===== config.mk =====
export PLATFORM = sky130hd
export DESIGN_NAME = ifetch_unit
export DESIGN_NICKNAME = d
export VERILOG_FILES = /design/src/rtl/ifetch_unit_pkg.sv /design/src/rtl/ifetch_queue.sv /design/src/rtl/ifetch_unit.sv
export SDC_FILE = /design/constraint.sdc
export NUM_CORES = 1
export LEC_CHECK = 0
export ABC_AREA = 1
export BUFFER_PORTS_ARGS = -buffer_cell sky130_fd_sc_hd__buf_2
export CAP_MARGIN = 20
export CORE_MARGIN = 1
export CORE_UTILIZATION = 55
export CTS_BUF_LIST = sky130_fd_sc_hd__clkbuf_4 sky130_fd_sc_hd__clkbuf_8
export DETAILED_ROUTE_END_ITERATION = 8
export PLACE_DENSITY = 0.76
export SETUP_SLACK_MARGIN = 0.4
export SLEW_MARGIN = 5
export SYNTH_ARGS = -nofsm -noshare
export SYNTH_HDL_FRONTEND = slang
export SYNTH_SLANG_ARGS = --single-unit

===== constraint.sdc =====
create_clock -name clock -period 5.5 [get_ports clock]
set_input_delay 1.375 -clock clock [delete_from_list [all_inputs] [get_ports clock]]
set_output_delay 1.375 -clock clock [all_outputs]
set_load 0.02 [all_outputs]

===== src/rtl/ifetch_unit_pkg.sv =====
// Shared types and constants for the instruction-fetch stage.
package ifetch_unit_pkg;

  localparam int PC_WIDTH   = 10;
  localparam int INST_WIDTH = 32;

  localparam logic [INST_WIDTH-1:0] NOP_INST = '0;

  typedef struct packed {
    logic [PC_WIDTH-1:0]   pc;
    logic [INST_WIDTH-1:0] inst;
  } fetch_entry_t;

  typedef enum logic {
    FS_SETTLE,
    FS_RUN
  } fetch_state_t;

endpackage


===== src/rtl/ifetch_queue.sv =====
// Generic synchronous FIFO with clear; DEPTH must be a power of two.
module ifetch_queue #(
  parameter int WIDTH = 42,
  parameter int DEPTH = 2
) (
  input  logic                     clock,
  input  logic                     reset,
  input  logic                     clear,
  input  logic                     push,
  input  logic                     pop,
  input  logic [WIDTH-1:0]         push_data,
  output logic [WIDTH-1:0]         head,
  output logic                     full,
  output logic                     empty,
  output logic [$clog2(DEPTH):0]   count
);

  localparam int AW = $clog2(DEPTH);

  logic [WIDTH-1:0] mem [DEPTH];
  logic [AW-1:0]    wr_ptr;
  logic [AW-1:0]    rd_ptr;
  logic             do_push;
  logic             do_pop;

  always_comb begin
    empty   = (count == '0);
    full    = (count == (AW+1)'(DEPTH));
    do_pop  = pop && !empty;
    do_push = push && (!full || do_pop);
    head    = mem[rd_ptr];
  end

  always_ff @(posedge clock or posedge reset) begin
    if (reset) begin
      wr_ptr <= '0;
      rd_ptr <= '0;
      count  <= '0;
    end else if (clear) begin
      wr_ptr <= '0;
      rd_ptr <= '0;
      count  <= '0;
    end else begin
      if (do_push) wr_ptr <= wr_ptr + AW'(1);
      if (do_pop)  rd_ptr <= rd_ptr + AW'(1);
      count <= count + (AW+1)'(do_push) - (AW+1)'(do_pop);
    end
  end

  // Storage carries no reset; readers qualify the head with empty.
  always_ff @(posedge clock) begin
    if (do_push && !clear && !reset) mem[wr_ptr] <= push_data;
  end

endmodule


===== src/rtl/ifetch_unit.sv =====
// Fetch stage: owns the PC, issues credit-limited memory requests and
// presents an in-order prefetch queue head to the REG1 wall.
module ifetch_unit #(
  parameter int                  PC_WIDTH   = 10,
  parameter int                  INST_WIDTH = 32,
  parameter int                  QDEPTH     = 2,
  parameter logic [PC_WIDTH-1:0] RESET_PC   = '0
) (
  input  logic                  clock,
  input  logic                  reset,
  output logic                  im_req,
  output logic [PC_WIDTH-1:0]   im_addr,
  input  logic                  im_ready,
  input  logic                  im_valid,
  input  logic [INST_WIDTH-1:0] im_data,
  input  logic                  redirect,
  input  logic [PC_WIDTH-1:0]   redirect_pc,
  input  logic                  do_hazard,
  output logic [INST_WIDTH-1:0] oIF_instruction,
  output logic [PC_WIDTH-1:0]   oIF_current_pc,
  output logic                  oIF_valid
);

  import ifetch_unit_pkg::*;

  localparam int CW = $clog2(QDEPTH) + 1;
  localparam int EW = PC_WIDTH + INST_WIDTH;

  fetch_state_t        state;
  logic [PC_WIDTH-1:0] fetch_pc;
  logic [CW-1:0]       outstanding;
  logic [CW-1:0]       outstanding_next;
  logic [CW-1:0]       drop;
  logic [CW:0]         credit_used;

  logic                accept;
  logic                q_push;
  logic                q_pop;
  logic [EW-1:0]       q_head;
  logic                q_full;
  logic                q_empty;
  logic [CW-1:0]       q_count;

  logic [PC_WIDTH-1:0] tag_head;
  logic                tag_full;
  logic                tag_empty;
  logic [CW-1:0]       tag_count;

  // Credit counts queued entries plus in-flight requests, so every
  // response is guaranteed a queue slot when it lands.
  always_comb begin
    credit_used      = {1'b0, q_count} + {1'b0, outstanding};
    im_req           = (state == FS_RUN) && (credit_used < (CW+1)'(QDEPTH));
    im_addr          = fetch_pc;
    accept           = im_req && im_ready;
    q_push           = im_valid && !redirect && (drop == '0);
    q_pop            = !q_empty && !do_hazard && !redirect;
    outstanding_next = outstanding + CW'(accept) - CW'(im_valid);
  end

  always_comb begin
    oIF_valid       = !q_empty;
    oIF_current_pc  = q_empty ? '0 : q_head[EW-1 -: PC_WIDTH];
    oIF_instruction = q_empty ? INST_WIDTH'(NOP_INST) : q_head[INST_WIDTH-1:0];
  end

  always_ff @(posedge clock or posedge reset) begin
    if (reset) begin
      state       <= FS_SETTLE;
      fetch_pc    <= RESET_PC;
      outstanding <= '0;
      drop        <= '0;
    end else begin
      state       <= FS_RUN;
      outstanding <= outstanding_next;
      if (redirect) begin
        // Everything still in flight after this edge belongs to the old path.
        fetch_pc <= redirect_pc;
        drop     <= outstanding_next;
      end else begin
        if (accept) fetch_pc <= fetch_pc + PC_WIDTH'(1);
        if (im_valid && (drop != '0)) drop <= drop - CW'(1);
      end
    end
  end

  ifetch_queue #(
    .WIDTH (EW),
    .DEPTH (QDEPTH)
  ) u_inst_q (
    .clock     (clock),
    .reset     (reset),
    .clear     (redirect),
    .push      (q_push),
    .pop       (q_pop),
    .push_data ({tag_head, im_data}),
    .head      (q_head),
    .full      (q_full),
    .empty     (q_empty),
    .count     (q_count)
  );

  ifetch_queue #(
    .WIDTH (PC_WIDTH),
    .DEPTH (QDEPTH)
  ) u_tag_q (
    .clock     (clock),
    .reset     (reset),
    .clear     (1'b0),
    .push      (accept),
    .pop       (im_valid),
    .push_data (fetch_pc),
    .head      (tag_head),
    .full      (tag_full),
    .empty     (tag_empty),
    .count     (tag_count)
  );

  always_ff @(posedge clock) begin
    if (!reset) begin
      assert (drop <= outstanding);
      assert (!(im_valid && (outstanding == '0)));
      assert (!(im_valid && tag_empty));
      assert (!(q_push && q_full && !q_pop));
      assert (!(accept && tag_full));
      assert (tag_count == outstanding);
    end
  end

endmodule


==> results.md, run 1 <==
- Status: finished clean
- Post-route minimum period: 3450 ps
- Sequential fraction of the synthesis area: 69.3%
- Worst flop-to-flop path endpoint: u_tag_q.mem[1][6]
- Detailed-route DRC error count: 0
- Number of diodes: 0
- Antenna violations before repair: 0
- Least-Margin Pin Slew: 983 ps
- Num rows: 35
- Relative slew slack: 34.3%
- Placed cell areas: 5950 um2
- CP Class: reg2out
- First-pass GRT wire length: 16.2 mm
- DRT antenna net count: 0
- Clock Latency Late Sink: 430 ps
- Detail Placement HPWL: 6.29 mm
- Clock Tree Buf Depth: 2
- Die Footprint: 10100 um2
- Fin Setup TNS: 0 ps
- Skew final: 8.76 ps
- FF+latch count, synth: 127
- Final hold vios: 0
- Sequential cell area: 3700 um2
- Met3 WL: 604 um
- Synth cell count leaders: 181 x nand2_1, 104 x edfxtp_1, 42 x a21oi_1
- Worst path bufs/invs: 1
- Count of final setup violators: 0
- CTS clock-pin slew for the worst setup and hold paths: 80 ps
- Most common cell in the netlist: nand2_1
- Area of the multi-input gates: 1420 um2
- Reg2reg path depth: 8
- CTS Sinks: 127
- Crit-path max cell delay: 790 ps
- Mapped cell area: 5340 um2
- Hold endpoint: u_tag_q.wr_ptr
- Clk root buf: clkbuf_8
- Largest net degree at the start of global routing: 45
- CTS Hold Bufs: 0
- Routed WL per cell: 14.0 um
- Total GRT Usage: 21.5%
- Starting Density: 57.2%
- CTS tree: yes
- Die width: 101 um
- R2R Setup Slk: 2750 ps
- Slowest CP cell: nor2_4
- Hold depth: 1
- Wire length on met1: 4.42 mm
- Io pins: 102
- Core area: 9330 um2
- Crit path cell chain: nor2_4, a21oi_1, buf_2
- Post-synth EDFFs: 104
- IO Port Bufs: 101
- Number of cells on the critical path: 3
- Max-cap check violation count: 0
- Layout Nets: 642
- First-pass DRT Iterations: 4
- Yosys warns: 0
- Min-Delay Startpoint: u_tag_q.wr_ptr
- Total grt overflow: 0
- Count of cell types in the netlist: 31
- Top sig layer: met4
- Critical R2R Launch: u_inst_q.count[0]
- Yosys top cell area share: 58.5%
- Die height: 101 um
- CP top delay family: simple AND/OR/NAND/NOR gates
- Vias per cell: 5.01
- Syn Nets: 536
- Cts repair resizes: 0
- Met2 Wirelength: 5.08 mm
- Yosys top cell by area: edfxtp_1
- Vias: 3644
- Post-synth ARST share: 18.1%
- Final WL: 10.2 mm
- CTS H-tree lvls: 4
- Static Leakage: 2.81 nW
- PD cells: 426 nW/um2
- Unrepaired setup endpoints after global routing: no
- Design Area, Final: 6380 um2
- Final period utilization: 62.7%
- Final Power: 0.00272 W
- Number of global-route vias before repair: 3550
- Mapped Avg Cell Area: 11.1 um2
- Layout cell share with drive strength beyond 1: 24.0%
- First DRT Iteration DRCs: 178
- Peak VDD IR: 0.000216 V
- Placer Congestion: 0.785
- Gate count after technology mapping: 480
- Top post-synthesis cells by area: edfxtp_1 59%, nand2_1 13%, dfrtp_1 11%
- Nature of the critical path endpoint: output pin
- Arr. time, crit path: 2070 ps
- Ys flop type: edfxtp_1
- Fill cells: 688
- HP Class: reg2reg
- P&R area growth vs syn: 19.5%
- Final-report max-slew violation count: 0
- Finished Core Util: 68.4%
- Critical-path maximum fanout: 43
- CP Launch Type: register
- Post-CTS Setup Bufs: 0
- FMAX: 0.290 GHz
- Worst endpoint required time: 4120 ps
- Number of CTS-inserted buffers: 17
-- stage by stage --
stage               std cells  hold slack [ps]  setup slack [ps]
floorplan                 480              464               428
global placement          696              491              2200
detailed placement        696              493              2140
CTS                       728              519              2000
global route              728              529              1860
finish                    728              517              2050
-- layout make-up --
type	count	area share, %
clock buffer	17	3.67
clock inverter	15	3.06
inverter	36	2.12
multi-input combinational	299	22.2
sequential	127	58.0
tap	129	2.53
timing repair buffer	105	8.40
-- where the power goes --
group	internal, W	leakage (nW)	total [W]	switching (W)
registers	0.00115	1.22	0.00123	0.0000791
logic	0.000205	1.38	0.000637	0.000432
clock network	0.000491	0.207	0.000851	0.000360
-- state kept, by name (all words and copies together) (netlist names) --
register and flops:
u_inst_q.rd_ptr 1, u_tag_q.count 2, u_inst_q.count 2, drop 2
u_inst_q.wr_ptr 1, u_inst_q.mem 84, u_tag_q.wr_ptr 1, u_tag_q.mem 20
state 1, outstanding 2, u_tag_q.rd_ptr 1, im_addr 10
-- layout by cell type (no fill, tap or decap), types with 6 or more instances in the layout --
cell | Yosys | final
nand2_1 | 181 | 181
edfxtp_1 | 104 | 104
buf_2 | 9 | 101
a21oi_1 | 42 | 42
inv_1 | 34 | 34
dfrtp_1 | 23 | 23
nand3_1 | 21 | 21
clkbuf_8 | 0 | 17
nor2_1 | 16 | 16
xor2_1 | 7 | 7
ha_1 | 7 | 7
o21ai_0 | 6 | 6
-- cell families after synthesis --
kind of cell / count (synthesis) / share of synthesized area [%]
buffers and inverters: 54 / 4.45
adders and majority gates: 8 / 2.02
AOI/OAI and AO/OA: 52 / 5.09
xor gates and xnor gates: 9 / 1.48
other: 1 / 0.0703
DFF: 127 / 69.3
and+or+nand+nor: 229 / 17.6
-- routing by layer --
layer	GRT usage (%)	up-vias
met5	0	-
met1	25.9	1708
li1	-	1807
met3	5.55	8
met2	37.1	121
met4	8.58	0
-- worst max path at each step --
stage                               to               from  slack (ps)
CTS                  oIF_current_pc[6]  u_inst_q.count[1]        2000
global route         oIF_current_pc[6]  u_inst_q.count[1]        1860
detailed placement   u_tag_q.mem[0][8]              reset        2140
floorplan           u_inst_q.mem[0][0]           redirect         430
global placement     u_tag_q.mem[0][8]              reset        2200
finish               oIF_current_pc[4]  u_inst_q.count[1]        2050
Note: power is estimated with default switching activity, not from simulation.
==> inputs of run 2 (changes only) <==
--- a/config.mk
+++ b/config.mk
@@ -5,14 +5,14 @@
 export SDC_FILE = /design/constraint.sdc
 export NUM_CORES = 1
 export LEC_CHECK = 0
-export ABC_AREA = 1
+export ABC_AREA = 0
 export BUFFER_PORTS_ARGS = -buffer_cell sky130_fd_sc_hd__buf_2
 export CAP_MARGIN = 20
 export CORE_MARGIN = 1
 export CORE_UTILIZATION = 55
 export CTS_BUF_LIST = sky130_fd_sc_hd__clkbuf_4 sky130_fd_sc_hd__clkbuf_8
 export DETAILED_ROUTE_END_ITERATION = 8
-export PLACE_DENSITY = 0.76
+export PLACE_DENSITY = 0.77
 export SETUP_SLACK_MARGIN = 0.4
 export SLEW_MARGIN = 5
 export SYNTH_ARGS = -nofsm -noshare
==> constraint.sdc (replaced) <==
create_clock -name clock -period 3.4 [get_ports clock]
set_input_delay 0.85 -clock clock [delete_from_list [all_inputs] [get_ports clock]]
set_output_delay 0.85 -clock clock [all_outputs]
set_load 0.02 [all_outputs]
==> results.md, run 2 <==
- Layout cell share with drive strength beyond 1: 34.5% (+10 points)
- Final WL: 9.04 mm (-11%)
- CTS H-tree lvls: 4 (unchanged)
- Final period utilization: 81.4%
- DRT antenna net count: 0 (unchanged)
- Highest-count cells in the layout ignoring fill and taps: 104 x edfxtp_1, 101 x buf_2, 47 x nor2_1
- Relative slew slack: 60.2% (+26 points)
- Slowest CP cell: nor2_4
- FMAX: 0.361 GHz
- CTS tree: yes
- FF+latch count, synth: 127 (unchanged)
- Cts repair resizes: 0 (unchanged)
- Final-report max-slew violation count: 0 (unchanged)
- Least-Margin Pin Slew: 596 ps (-387 ps)
- CP Launch Type: register
- Clock Tree Buf Depth: 2 (unchanged)
- Crit path cell chain: nor2_4, buf_4, nor2_1, buf_2
- First-pass GRT wire length: 14.8 mm (-8.6%)
- Die height: 98.8 um (-1.7%)
- CP Class: reg2out
- Sequential fraction of the synthesis area: 71.8% (+2.5 points)
- Worst flop-to-flop path endpoint: drop[1]
- Num rows: 34 (-2.9%)
- Post-CTS Setup Bufs: 0 (unchanged)
- Unrepaired setup endpoints after global routing: no
- Leading cell type in the layout, fill and taps excluded: edfxtp_1
- Detail Placement HPWL: 6.02 mm (-4.3%)
- Area of the multi-input gates: 1360 um2 (-3.9%)
- Skew final: 9.64 ps (+0.876 ps)
- Status: finished clean
- Yosys top cell by area: edfxtp_1
- Gate count after technology mapping: 336 (-30%)
- Die Footprint: 9750 um2 (-3.4%)
- Core area: 8890 um2 (-4.7%)
- Routed WL per cell: 15.8 um (+13%)
- Arr. time, crit path: 1920 ps (-150 ps)
- Reg2reg path depth: 12 (+4)
- Largest net degree at the start of global routing: 43 (-4.4%)
- Crit path capture: oIF_current_pc[3]
- Count of cell types in the netlist: 36 (+16%)
- Mapped cell area: 5150 um2 (-3.5%)
- Critical-path maximum fanout: 25 (-42%)
- Syn Nets: 392 (-27%)
- Worst setup path start: u_inst_q.count[1]
- Number of diodes: 0 (unchanged)
- P&R area growth vs syn: 21.4%
- Total GRT Usage: 19.6% (-1.9 points)
- Sequential cell area: 3700 um2 (about the same)
- Clock Latency Late Sink: 400 ps (-30 ps)
- Placer Congestion: 0.813 (+3.5%)
- Most common cell in the netlist: edfxtp_1
- Max FFs per register: 84 (unchanged)
- Ys flop type: edfxtp_1
- Worst Hold Margin: 507 ps (-9.71 ps)
- Post-route minimum period: 2770 ps
- Starting Density: 57.9% (+0.70 points)
- Antenna violations before repair: 0 (unchanged)
- Yosys warns: 0 (unchanged)
- Io pins: 102 (unchanged)
- Synth cell count leaders: 104 x edfxtp_1, 48 x nor2_1, 44 x mux2i_1
- Total grt overflow: 0 (unchanged)
- Vias per cell: 5.23 (+4.5%)
- Setup WS pre-CTS: 716 ps (-1420 ps)
- Count of final setup violators: 0 (unchanged)
- Fill cells: 602 (-13%)
- CTS clock-pin slew for the worst setup and hold paths: 70 ps (about the same)
- Vias: 2992 (-18%)
- Yosys top cell area share: 60.6% (+2.1 points)
- Post-synth ARST share: 18.1% (unchanged)
- Fin Setup TNS: 0 ps (unchanged)
- Clk root buf: clkbuf_8
- Detailed-route DRC error count: 0 (unchanged)
- Peak VDD IR: 0.000431 V (+99%)
- HP Class: reg2reg
- First-pass DRT Iterations: 4 (unchanged)
- Layout Nets: 507 (-21%)
- Crit-path max cell delay: 510 ps (-280 ps)
- Die width: 98.8 um (-1.7%)
- CTS Hold Bufs: 0 (unchanged)
- Number of global-route vias before repair: 3122 (-12%)
- Critical R2R Launch: u_inst_q.count[0]
- R2R Setup Slk: 680 ps (-2070 ps)
- Number of CTS-inserted buffers: 17 (unchanged)
- First DRT Iteration DRCs: 110 (-38%)
- Static Leakage: 2.46 nW (-12%)
- PD cells: 705 nW/um2 (+66%)
- IO Port Bufs: 101 (unchanged)
- Worst endpoint required time: 2550 ps (-1570 ps)
- Mapped Avg Cell Area: 15.3 um2 (+38%)
- Final Worst Setup Slack: 632 ps (-1420 ps)
- Max-cap check violation count: 0 (unchanged)
- Largest Register: u_inst_q.mem
- Final hold vios: 0 (unchanged)
- Top post-synthesis cells by area: edfxtp_1 61%, dfrtp_1 11%, mux2i_1 8.6%
- Post-synth EDFFs: 104 (unchanged)
- Nature of the critical path endpoint: output pin
- CTS Sinks: 127 (unchanged)
==> run 2: cell types whose count changed in the layout (fill, tap and decap cells not counted), sizes merged, moves of 6 or more <==
cell   change
o21ai      +6
mux2      +11
nand2    -169
mux2i     +44
xnor2      +6
nor2      +28
inv       -25
a21oi     -39
nand3     -19
==> run 2: metal layers <==
metal  vias up  GRT usage [%]  share of wire (%)
met1      1460           24.9                 44
li1       1445              -                  -
met4         0           5.86               0.62
met3         7           5.18                4.4
met2        80           33.4                 51
met5         -              0                  0
==> run 2: logic make-up (layout without fill, tap and decap cells) <==
logic type,count (synthesis),count (layout),share of synthesized area (%)
DFF,127,127,71.8
muxes,55,55,11.0
other,1,1,0.0728
AOI/OAI and AO/OA,17,17,1.77
buffers and inverters,24,152,2.14
adders and majority gates,8,8,2.09
xor gates and xnor gates,19,19,3.23
and+or+nand+nor,85,85,7.92
==> run 2: area by class of cell <==
type / count / share of cell area (%)
multi-input cells: 185 / 21.8
flip-flops and latches: 127 / 59.2
repair buffers: 110 / 9.36
well taps: 108 / 2.16
clock buffers: 18 / 3.86
clock inverters: 14 / 3.08
inverters: 10 / 0.600
==> run 2: power breakdown <==
| group | leakage (nW) | internal, W | switching [W] |
|---|---|---|---|
| Clock | 0.214 | 0.000808 | 0.000575 |
| Sequential | 1.22 | 0.00184 | 0.000130 |
| Combinational | 1.03 | 0.000432 | 0.000622 |
==> run 2: through the flow <==
step                cell area, um2  power (W)  cells  util (%)
global placement              5820    0.00303    540      65.5
CTS                           6250    0.00445    572      70.3
floorplan                     5160    0.00273    336         -
finish                        6250    0.00441    572      70.3
detailed placement            5820    0.00307    540      65.5
global route                  6250    0.00462    572      70.3
==> run 2: worst min-delay path by stage <==
stage / startpoint / to / cells after the start
CTS: u_tag_q.wr_ptr / u_tag_q.wr_ptr / 1
finish: u_tag_q.wr_ptr / u_tag_q.wr_ptr / 1
floorplan: u_tag_q.wr_ptr / u_tag_q.wr_ptr / 1
global placement: u_tag_q.wr_ptr / u_tag_q.wr_ptr / 1
global route: u_tag_q.wr_ptr / u_tag_q.wr_ptr / 1
detailed placement: u_tag_q.wr_ptr / u_tag_q.wr_ptr / 1
==> run 2: critical path: cells and delay by family (launching register included) <==
family                 cells  cell delay, ps
and+or+nand+nor            2             590
DFF                        1             460
buffers and inverters      2             460
